### src/rtl/day2_pkg.sv
// Shared definitions for the day-2 range loader.
//   - ASCII byte constants recognised by the range parser
//   - loader_state_t : top-level sequencing states
//   - parse_state_t  : position inside a "start-end" range
//   - range_t        : one {start, end} pair at the default ID width
//   - is_digit       : ASCII '0'..'9' test
package day2_pkg;

  localparam int ID_W = 48;

  localparam logic [7:0] CH_0     = 8'h30;
  localparam logic [7:0] CH_9     = 8'h39;
  localparam logic [7:0] CH_DASH  = 8'h2D;
  localparam logic [7:0] CH_COMMA = 8'h2C;
  localparam logic [7:0] CH_LF    = 8'h0A;
  localparam logic [7:0] CH_CR    = 8'h0D;
  localparam logic [7:0] CH_SP    = 8'h20;

  typedef enum logic [2:0] {
    IDLE,
    PARSE,
    LOAD,
    RUN,
    DRAIN,
    RESULT
  } loader_state_t;

  typedef enum logic {
    WANT_START,
    WANT_END
  } parse_state_t;

  typedef struct packed {
    logic [ID_W-1:0] start_id;
    logic [ID_W-1:0] end_id;
  } range_t;

  function automatic logic is_digit(input logic [7:0] b);
    return (b >= CH_0) && (b <= CH_9);
  endfunction

endpackage

### src/rtl/dec_accum.sv
// W-bit decimal accumulator: value <= value*10 + digit.
// Ports:
//   clk_i, rst_ni   : clock, asynchronous active-low reset
//   clear_i         : zero the value and forget any digits (wins over a digit)
//   digit_valid_i   : fold digit_i into the value this cycle
//   digit_i         : binary digit 0..9
//   value_o         : current accumulated value
//   overflow_o      : folding digit_i into value_o would exceed W bits
//   nonempty_o      : at least one digit accepted since the last clear
module dec_accum
  import day2_pkg::*;
#(
  parameter int W = ID_W
) (
  input  logic         clk_i,
  input  logic         rst_ni,
  input  logic         clear_i,
  input  logic         digit_valid_i,
  input  logic [3:0]   digit_i,
  output logic [W-1:0] value_o,
  output logic         overflow_o,
  output logic         nonempty_o
);

  logic [W-1:0] value_q, value_d;
  logic         nonempty_q, nonempty_d;
  logic [W+3:0] ext, prod;

  // Four guard bits hold value*10+9 for any W-bit value, so overflow is
  // simply "any guard bit set". Independent of digit_valid_i so the parent
  // can use it to decide what to do with the digit without a comb loop.
  assign ext        = {4'b0000, value_q};
  assign prod       = (ext << 3) + (ext << 1) + {{W{1'b0}}, digit_i};
  assign overflow_o = (prod[W+3:W] != 4'b0000);

  always_comb begin
    value_d    = value_q;
    nonempty_d = nonempty_q;
    if (clear_i) begin
      value_d    = '0;
      nonempty_d = 1'b0;
    end else if (digit_valid_i && !overflow_o) begin
      value_d    = prod[W-1:0];
      nonempty_d = 1'b1;
    end
  end

  always_ff @(posedge clk_i or negedge rst_ni) begin
    if (!rst_ni) begin
      value_q    <= '0;
      nonempty_q <= 1'b0;
    end else begin
      value_q    <= value_d;
      nonempty_q <= nonempty_d;
    end
  end

  assign value_o    = value_q;
  assign nonempty_o = nonempty_q;

endmodule

### src/rtl/day2_range_loader.sv
// Front end for day2_puzzle: parses an ASCII "start-end,start-end\n" byte
// stream, packs up to NUM_UNITS ranges per batch, runs each batch on the
// puzzle core and returns the cumulative ID sum.
// Ports:
//   clock, reset_n              : clock, asynchronous active-low reset
//   in_data/in_valid/in_last    : input byte stream; in_ready accepts a byte
//   puz_reset/puz_load/puz_en   : control of day2_puzzle
//   puz_start_id/puz_end_id     : per-unit range slots
//   puz_id_sum/puz_done         : status from day2_puzzle
//   result/result_valid/_ready  : final sum, held until taken
//   busy                        : any state other than IDLE
//   error                       : sticky parse error for the current stream
module day2_range_loader
  import day2_pkg::*;
#(
  parameter int W         = ID_W,
  parameter int NUM_UNITS = 8,
  parameter int GUARD     = 6,
  parameter int SUM_LAT   = NUM_UNITS / 2 + NUM_UNITS % 2 + 1
) (
  input  logic                           clock,
  input  logic                           reset_n,
  input  logic [7:0]                     in_data,
  input  logic                           in_valid,
  input  logic                           in_last,
  output logic                           in_ready,
  output logic                           puz_reset,
  output logic                           puz_load,
  output logic                           puz_en,
  output logic [NUM_UNITS-1:0][W-1:0]    puz_start_id,
  output logic [NUM_UNITS-1:0][W-1:0]    puz_end_id,
  input  logic [W-1:0]                   puz_id_sum,
  input  logic                           puz_done,
  output logic [W-1:0]                   result,
  output logic                           result_valid,
  input  logic                           result_ready,
  output logic                           busy,
  output logic                           error
);

  localparam int IW = $clog2(NUM_UNITS + 1);
  localparam int CW = $clog2(GUARD + SUM_LAT + 1) + 1;

  // Empty-range pad (start=1, end=0): an idle unit finishes at once and adds 0.
  localparam logic [NUM_UNITS-1:0][W-1:0] PAD_START = {NUM_UNITS{W'(1)}};
  localparam logic [NUM_UNITS-1:0][W-1:0] PAD_END   = '0;

  loader_state_t                state_q, state_d;
  parse_state_t                 ps_q, ps_d;
  logic                         resync_q, resync_d;
  logic                         last_pend_q, last_pend_d;
  logic                         final_q, final_d;
  logic [IW-1:0]                idx_q, idx_d;
  logic [W-1:0]                 start_q, start_d;
  logic [NUM_UNITS-1:0][W-1:0]  slot_start_q, slot_start_d;
  logic [NUM_UNITS-1:0][W-1:0]  slot_end_q, slot_end_d;
  logic                         err_q, err_d;
  logic [W-1:0]                 result_q, result_d;
  logic [CW-1:0]                cnt_q, cnt_d;

  logic                         acc_clear, acc_dv, acc_ovf, acc_nonempty;
  logic [W-1:0]                 acc_value;
  logic                         consume, commit, is_sep;

  dec_accum #(.W(W)) u_acc (
    .clk_i         (clock),
    .rst_ni        (reset_n),
    .clear_i       (acc_clear),
    .digit_valid_i (acc_dv),
    .digit_i       (in_data[3:0]),
    .value_o       (acc_value),
    .overflow_o    (acc_ovf),
    .nonempty_o    (acc_nonempty)
  );

  // Intake pauses once the batch is full and for the one cycle after the
  // final byte, when a range still open at end of stream is committed.
  assign in_ready = (state_q == PARSE) && !last_pend_q && (idx_q != IW'(NUM_UNITS));
  assign consume  = in_valid && in_ready;
  assign is_sep   = (in_data == CH_COMMA) || (in_data == CH_LF);

  always_comb begin
    state_d      = state_q;
    ps_d         = ps_q;
    resync_d     = resync_q;
    last_pend_d  = last_pend_q;
    final_d      = final_q;
    idx_d        = idx_q;
    start_d      = start_q;
    slot_start_d = slot_start_q;
    slot_end_d   = slot_end_q;
    err_d        = err_q;
    result_d     = result_q;
    cnt_d        = cnt_q;
    acc_clear    = 1'b0;
    acc_dv       = 1'b0;
    commit       = 1'b0;

    unique case (state_q)
      IDLE: begin
        ps_d         = WANT_START;
        resync_d     = 1'b0;
        last_pend_d  = 1'b0;
        final_d      = 1'b0;
        idx_d        = '0;
        acc_clear    = 1'b1;
        slot_start_d = PAD_START;
        slot_end_d   = PAD_END;
        err_d        = 1'b0;
        if (in_valid) state_d = PARSE;
      end

      PARSE: begin
        if (last_pend_q) begin
          if (!resync_q && (ps_q == WANT_END) && acc_nonempty) commit = 1'b1;
          acc_clear   = 1'b1;
          ps_d        = WANT_START;
          resync_d    = 1'b0;
          last_pend_d = 1'b0;
          final_d     = 1'b1;
          cnt_d       = '0;
          state_d     = (commit || (idx_q != '0)) ? LOAD : DRAIN;
        end else if (idx_q == IW'(NUM_UNITS)) begin
          state_d = LOAD;
        end else if (consume) begin
          if (resync_q) begin
            // After an overflow everything up to the next separator belongs
            // to the discarded range.
            if (is_sep) begin
              resync_d  = 1'b0;
              acc_clear = 1'b1;
              ps_d      = WANT_START;
            end
          end else if (is_digit(in_data)) begin
            acc_dv = 1'b1;
            if (acc_ovf) begin
              err_d     = 1'b1;
              resync_d  = 1'b1;
              acc_clear = 1'b1;
              ps_d      = WANT_START;
            end
          end else if ((in_data == CH_SP) || (in_data == CH_CR)) begin
            // whitespace carries no meaning
          end else if ((in_data == CH_DASH) && (ps_q == WANT_START) && acc_nonempty) begin
            start_d   = acc_value;
            acc_clear = 1'b1;
            ps_d      = WANT_END;
          end else if (is_sep && (ps_q == WANT_END) && acc_nonempty) begin
            commit    = 1'b1;
            acc_clear = 1'b1;
            ps_d      = WANT_START;
          end else begin
            // Unknown byte, misplaced punctuation or an empty number.
            err_d     = 1'b1;
            acc_clear = 1'b1;
            ps_d      = WANT_START;
          end
          if (in_last) last_pend_d = 1'b1;
        end
      end

      LOAD: begin
        cnt_d   = '0;
        state_d = RUN;
      end

      RUN: begin
        // puz_done may still reflect the previous batch while the finder
        // pipeline refills, so it is ignored until the guard has run out.
        if (cnt_q < CW'(GUARD)) begin
          cnt_d = cnt_q + CW'(1);
        end else if (puz_done) begin
          if (final_q) begin
            cnt_d   = '0;
            state_d = DRAIN;
          end else begin
            slot_start_d = PAD_START;
            slot_end_d   = PAD_END;
            idx_d        = '0;
            state_d      = PARSE;
          end
        end
      end

      DRAIN: begin
        if (cnt_q == CW'(SUM_LAT - 1)) begin
          result_d = puz_id_sum;
          state_d  = RESULT;
        end else begin
          cnt_d = cnt_q + CW'(1);
        end
      end

      RESULT: begin
        if (result_ready) begin
          err_d   = 1'b0;
          state_d = IDLE;
        end
      end

      default: state_d = IDLE;
    endcase

    if (commit) begin
      for (int i = 0; i < NUM_UNITS; i++) begin
        if (idx_q == IW'(i)) begin
          slot_start_d[i] = start_q;
          slot_end_d[i]   = acc_value;
        end
      end
      idx_d = idx_q + IW'(1);
    end
  end

  always_ff @(posedge clock or negedge reset_n) begin
    if (!reset_n) begin
      state_q      <= IDLE;
      ps_q         <= WANT_START;
      resync_q     <= 1'b0;
      last_pend_q  <= 1'b0;
      final_q      <= 1'b0;
      idx_q        <= '0;
      start_q      <= '0;
      slot_start_q <= PAD_START;
      slot_end_q   <= PAD_END;
      err_q        <= 1'b0;
      result_q     <= '0;
      cnt_q        <= '0;
    end else begin
      state_q      <= state_d;
      ps_q         <= ps_d;
      resync_q     <= resync_d;
      last_pend_q  <= last_pend_d;
      final_q      <= final_d;
      idx_q        <= idx_d;
      start_q      <= start_d;
      slot_start_q <= slot_start_d;
      slot_end_q   <= slot_end_d;
      err_q        <= err_d;
      result_q     <= result_d;
      cnt_q        <= cnt_d;
    end
  end

  assign puz_reset    = (state_q == IDLE);
  assign puz_load     = (state_q == LOAD);
  assign puz_en       = (state_q == RUN);
  assign puz_start_id = slot_start_q;
  assign puz_end_id   = slot_end_q;
  assign result       = result_q;
  assign result_valid = (state_q == RESULT);
  assign busy         = (state_q != IDLE);
  assign error        = err_q;

endmodule

### config.mk
export PLATFORM = sky130hd
export DESIGN_NAME = day2_range_loader
export DESIGN_NICKNAME = d
export VERILOG_FILES = /design/src/rtl/day2_pkg.sv /design/src/rtl/dec_accum.sv /design/src/rtl/day2_range_loader.sv
export SDC_FILE = /design/constraint.sdc
export NUM_CORES = 2
export LEC_CHECK = 0
export BUFFER_PORTS_ARGS = -buffer_cell sky130_fd_sc_hd__clkbuf_2
export CORE_AREA = 3 3 347 349
export CTS_CLUSTER_DIAMETER = 150
export DETAILED_ROUTE_END_ITERATION = 12
export DIE_AREA = 0 0 350 352
export PLACE_DENSITY = 0.51
export SYNTH_ARGS = -nofsm -noshare
export SYNTH_HDL_FRONTEND = slang
export SYNTH_SLANG_ARGS = --single-unit
### constraint.sdc
create_clock -name clock -period 11.6 [get_ports clock]
set_clock_uncertainty 0.15 [all_clocks]
set_input_delay 1.16 -clock clock [delete_from_list [all_inputs] [get_ports clock]]
set_output_delay 1.16 -clock clock [all_outputs]
set_load 0.01 [all_outputs]
==> flow_summary.json <==
{
  "setup_viol": 0,
  "cp-start-kind": "flip-flop",
  "antenna_left": 0,
  "worstRegToRegCells": 13,
  "leakagePower_nw": 23.8,
  "slew_headroom_pct": 21.2,
  "core.rowCount": 126,
  "tns_ps": 0,
  "cts_tree": "yes",
  "finalWirelength_um": 158000,
  "status": "finished clean",
  "yosysWarnings": 0,
  "cp_slowest_stage_delay_ps": 1090,
  "synth_top_area_share_pct": 56.7,
  "syn_area_um2": 40700,
  "fin_nets": 5237,
  "yosysMostFrequentCell": "nand2_1",
  "dpl.cell_count": 6501,
  "dr.pass1.iters": 8,
  "hold_end": "result[26]$_DFFE_PN0P_",
  "min_path_cells": 1,
  "yosys-top-cells-area": "dfrtp_1, nand2_1, o21ai_0",
  "portBuffers": 884,
  "hold_viol_final": 0,
  "cap_violations": 0,
  "syn_inst": 4427,
  "max_freq_mhz": 177,
  "worstSetupPathType": "reg2reg",
  "fp.dieW_um": 350,
  "drtIter0Drc": 2588,
  "layout.cells.non_filler": 6696,
  "layout-drive-gt1-share_pct": 24.2,
  "busiest_layer": "met2",
  "cts_made_buffers": 105,
  "dp.final_hpwl_um": 107000,
  "overflow": 0,
  "tightestPinTransition_ps": 1180,
  "route.detailed.drc": 0,
  "yosysTopAreaCell": "dfrtp_1",
  "grt_pass1_wl_um": 229000,
  "avgSynthCellArea_um2": 9.19,
  "ys_types": 79,
  "die_h_um": 352,
  "die_area_um2": 123000,
  "clk_latency_ps": 680,
  "async_flop_share_pct": 100,
  "grt_max_degree": 203,
  "ir_drop_mv": 0.132,
  "power_density_nw_per_um2": 153,
  "worst_hold_slack_ps": 351,
  "cp-end-kind": "flip-flop",
  "hp-start": "result[26]$_DFFE_PN0P_",
  "synth-edff-count": 0,
  "wl_per_cell_um": 23.6,
  "vias": 33500,
  "grt_pass1_vias": 32300,
  "r2r_slack_ps": 5940,
  "worstPathCellList": "ha_1 -> ha_1 -> nand4_1 -> nor4_2 -> nand2_1 -> nor4_2 -> a22oi_1 -> a21oi_1 -> o21ai_1 -> o311ai_4 -> buf_4 -> nand2_1 -> mux2_1",
  "clock-sinks": 930,
  "grt_use_total_pct": 25.1,
  "htree_levels": 3,
  "avgViaCountPerCell": 5.01,
  "ios": 885,
  "yosysSeqAreaShare_pct": 57.2,
  "cts_hold_buf": 0,
  "cpMaxStageDelayCell": "dfrtp_1",
  "post_cts_buffers": 0,
  "rr_endpoint": "ps_q$_DFFE_PN0P_",
  "arrival_ps": 6070,
  "layout_min_cycle_time_ps": 5660,
  "path_clk_slew_ps": 60,
  "ys_top_cells_by_count": "nand2_1, dfrtp_1, o21ai_0",
  "met2_usage_pct": 39.7,
  "use_met1_pct": 32.7,
  "synthFlopType": "dfrtp_1",
  "crit_fanout": 24,
  "critPathBufInv": 1,
  "clockBufferDepth": 3,
  "antenna_found_initial": 6,
  "ctsResizeCount": 0,
  "r2r_start": "u_acc.value_o[23]$_DFFE_PN0P_",
  "met3_usage_pct": 6.29,
  "start_util_pct": 34.5,
  "period_share_pct": 48.8,
  "critPathRequiredTime_ps": 12010,
  "root_buffer": "clkbuf_16",
  "synth_nets": 4592,
  "core_um2": 118000,
  "hp-class": "reg2reg",
  "ys_seq_elements": 930,
  "routabilityCongestion": 0.870,
  "critPathTopFamily": "compound AO/OA/AOI/OAI gates",
  "area_delta_synth_final_pct": 21.6,
  "rsz0062_at_grt": "no",
  "maxSlewViolCount": 0
}
## registers in the layout (all words and copies together) (netlist names), 3 cells and up
signal and cells:
cnt_q 5, idx_q 4, puz_end_id 384, puz_start_id 384, result 48, start_q 48, state_q 3, u_acc.value_o 48
## area by class of cell
class	count	area, um2
Antenna cell	4	10.0
Clock buffer	155	3130
Clock inverter	36	464
Fill cell	11800	68300
Inverter	26	97.6
Multi-Input combinational cell	3072	15700
Sequential cell	930	23300
Tap cell	1536	1920
Timing Repair Buffer	937	4880
## routing by layer
metal,wire (um),up-vias,share of wire (%)
li1,-,15900,-
met1,66500,16200,42
met2,72800,1120,46
met3,12000,275,7.6
met4,7030,4,4.4
met5,27,-,0.017
## metrics by stage
step	setup WS, ps	instance area [um2]	total power, W	utilization, %
floorplan	6950	40700	0.00386	-
global placement	5570	45900	0.00417	39.0
detailed placement	5480	45900	0.00417	39.0
CTS	5920	49500	0.00766	42.0
global route	5690	49500	0.00786	42.0
finish	5940	49500	0.00756	42.0
## power breakdown
part           internal, W  total [W]  switching [W]
Combinational     0.000157   0.000744       0.000587
Clock              0.00205    0.00345        0.00141
Sequential         0.00331    0.00336      0.0000523
Total              0.00551    0.00756        0.00205
## placed cells by master, fill, tap and decap left out, types with 5 or more instances in the layout
cell       instances
and3_1             9
clkbuf_2         883
a21o_1            20
o21a_1            13
o211ai_1           5
clkinv_2          16
a31oi_1            9
nand4_1           38
bufinv_16          8
o21bai_1           6
xor2_1            24
o21ai_0          805
a211oi_1           5
nor3_1            11
nor2_1            53
dfrtp_1          922
a21oi_1           66
buf_4             49
nand3_1           46
or2_2              6
dfstp_2            8
mux2i_1           21
clkbuf_16        108
inv_1             26
nand2_1         1578
or3_1              5
clkbuf_8          25
o21ai_1           31
nand2b_1          14
mux2_2            99
nor2b_1            8
xnor2_1           20
ha_1             101
clkbuf_1          22
## worst max path at each step
stage                                        startpoint                            to  slack [ps]  depth (start not counted)
after global routing       u_acc.value_o[0]$_DFFE_PN0P_              ps_q$_DFFE_PN0P_        5690                         15
final                     u_acc.value_o[23]$_DFFE_PN0P_              ps_q$_DFFE_PN0P_        5940                         13
after floorplan                              in_data[3]  u_acc.value_o[0]$_DFFE_PN0P_        6950                         13
after detailed placement                     in_data[3]              ps_q$_DFFE_PN0P_        5480                         16
after global placement                       in_data[3]              ps_q$_DFFE_PN0P_        5570                         16
after CTS                  u_acc.value_o[1]$_DFFE_PN0P_              ps_q$_DFFE_PN0P_        5920                         15
## worst reg2reg max path, cell delays in order, from the launching register on
cell and delay (ps):
dfrtp_1 1090, ha_1 390, ha_1 450, nand4_1 240, nor4_2 470, nand2_1 120
nor4_2 170, a22oi_1 140, a21oi_1 240, o21ai_1 160, o311ai_4 880, buf_4 450
nand2_1 230, mux2_1 380
## kinds of logic after synthesis
logic type / share of synthesized area (%)
flops: 57.2
simple gates: 17.8
mux: 3.28
compound gates: 13.2
xor+xnor: 0.947
fa+ha+maj: 3.20
buf+inv: 4.36
Power figures use the tool's default switching activity.
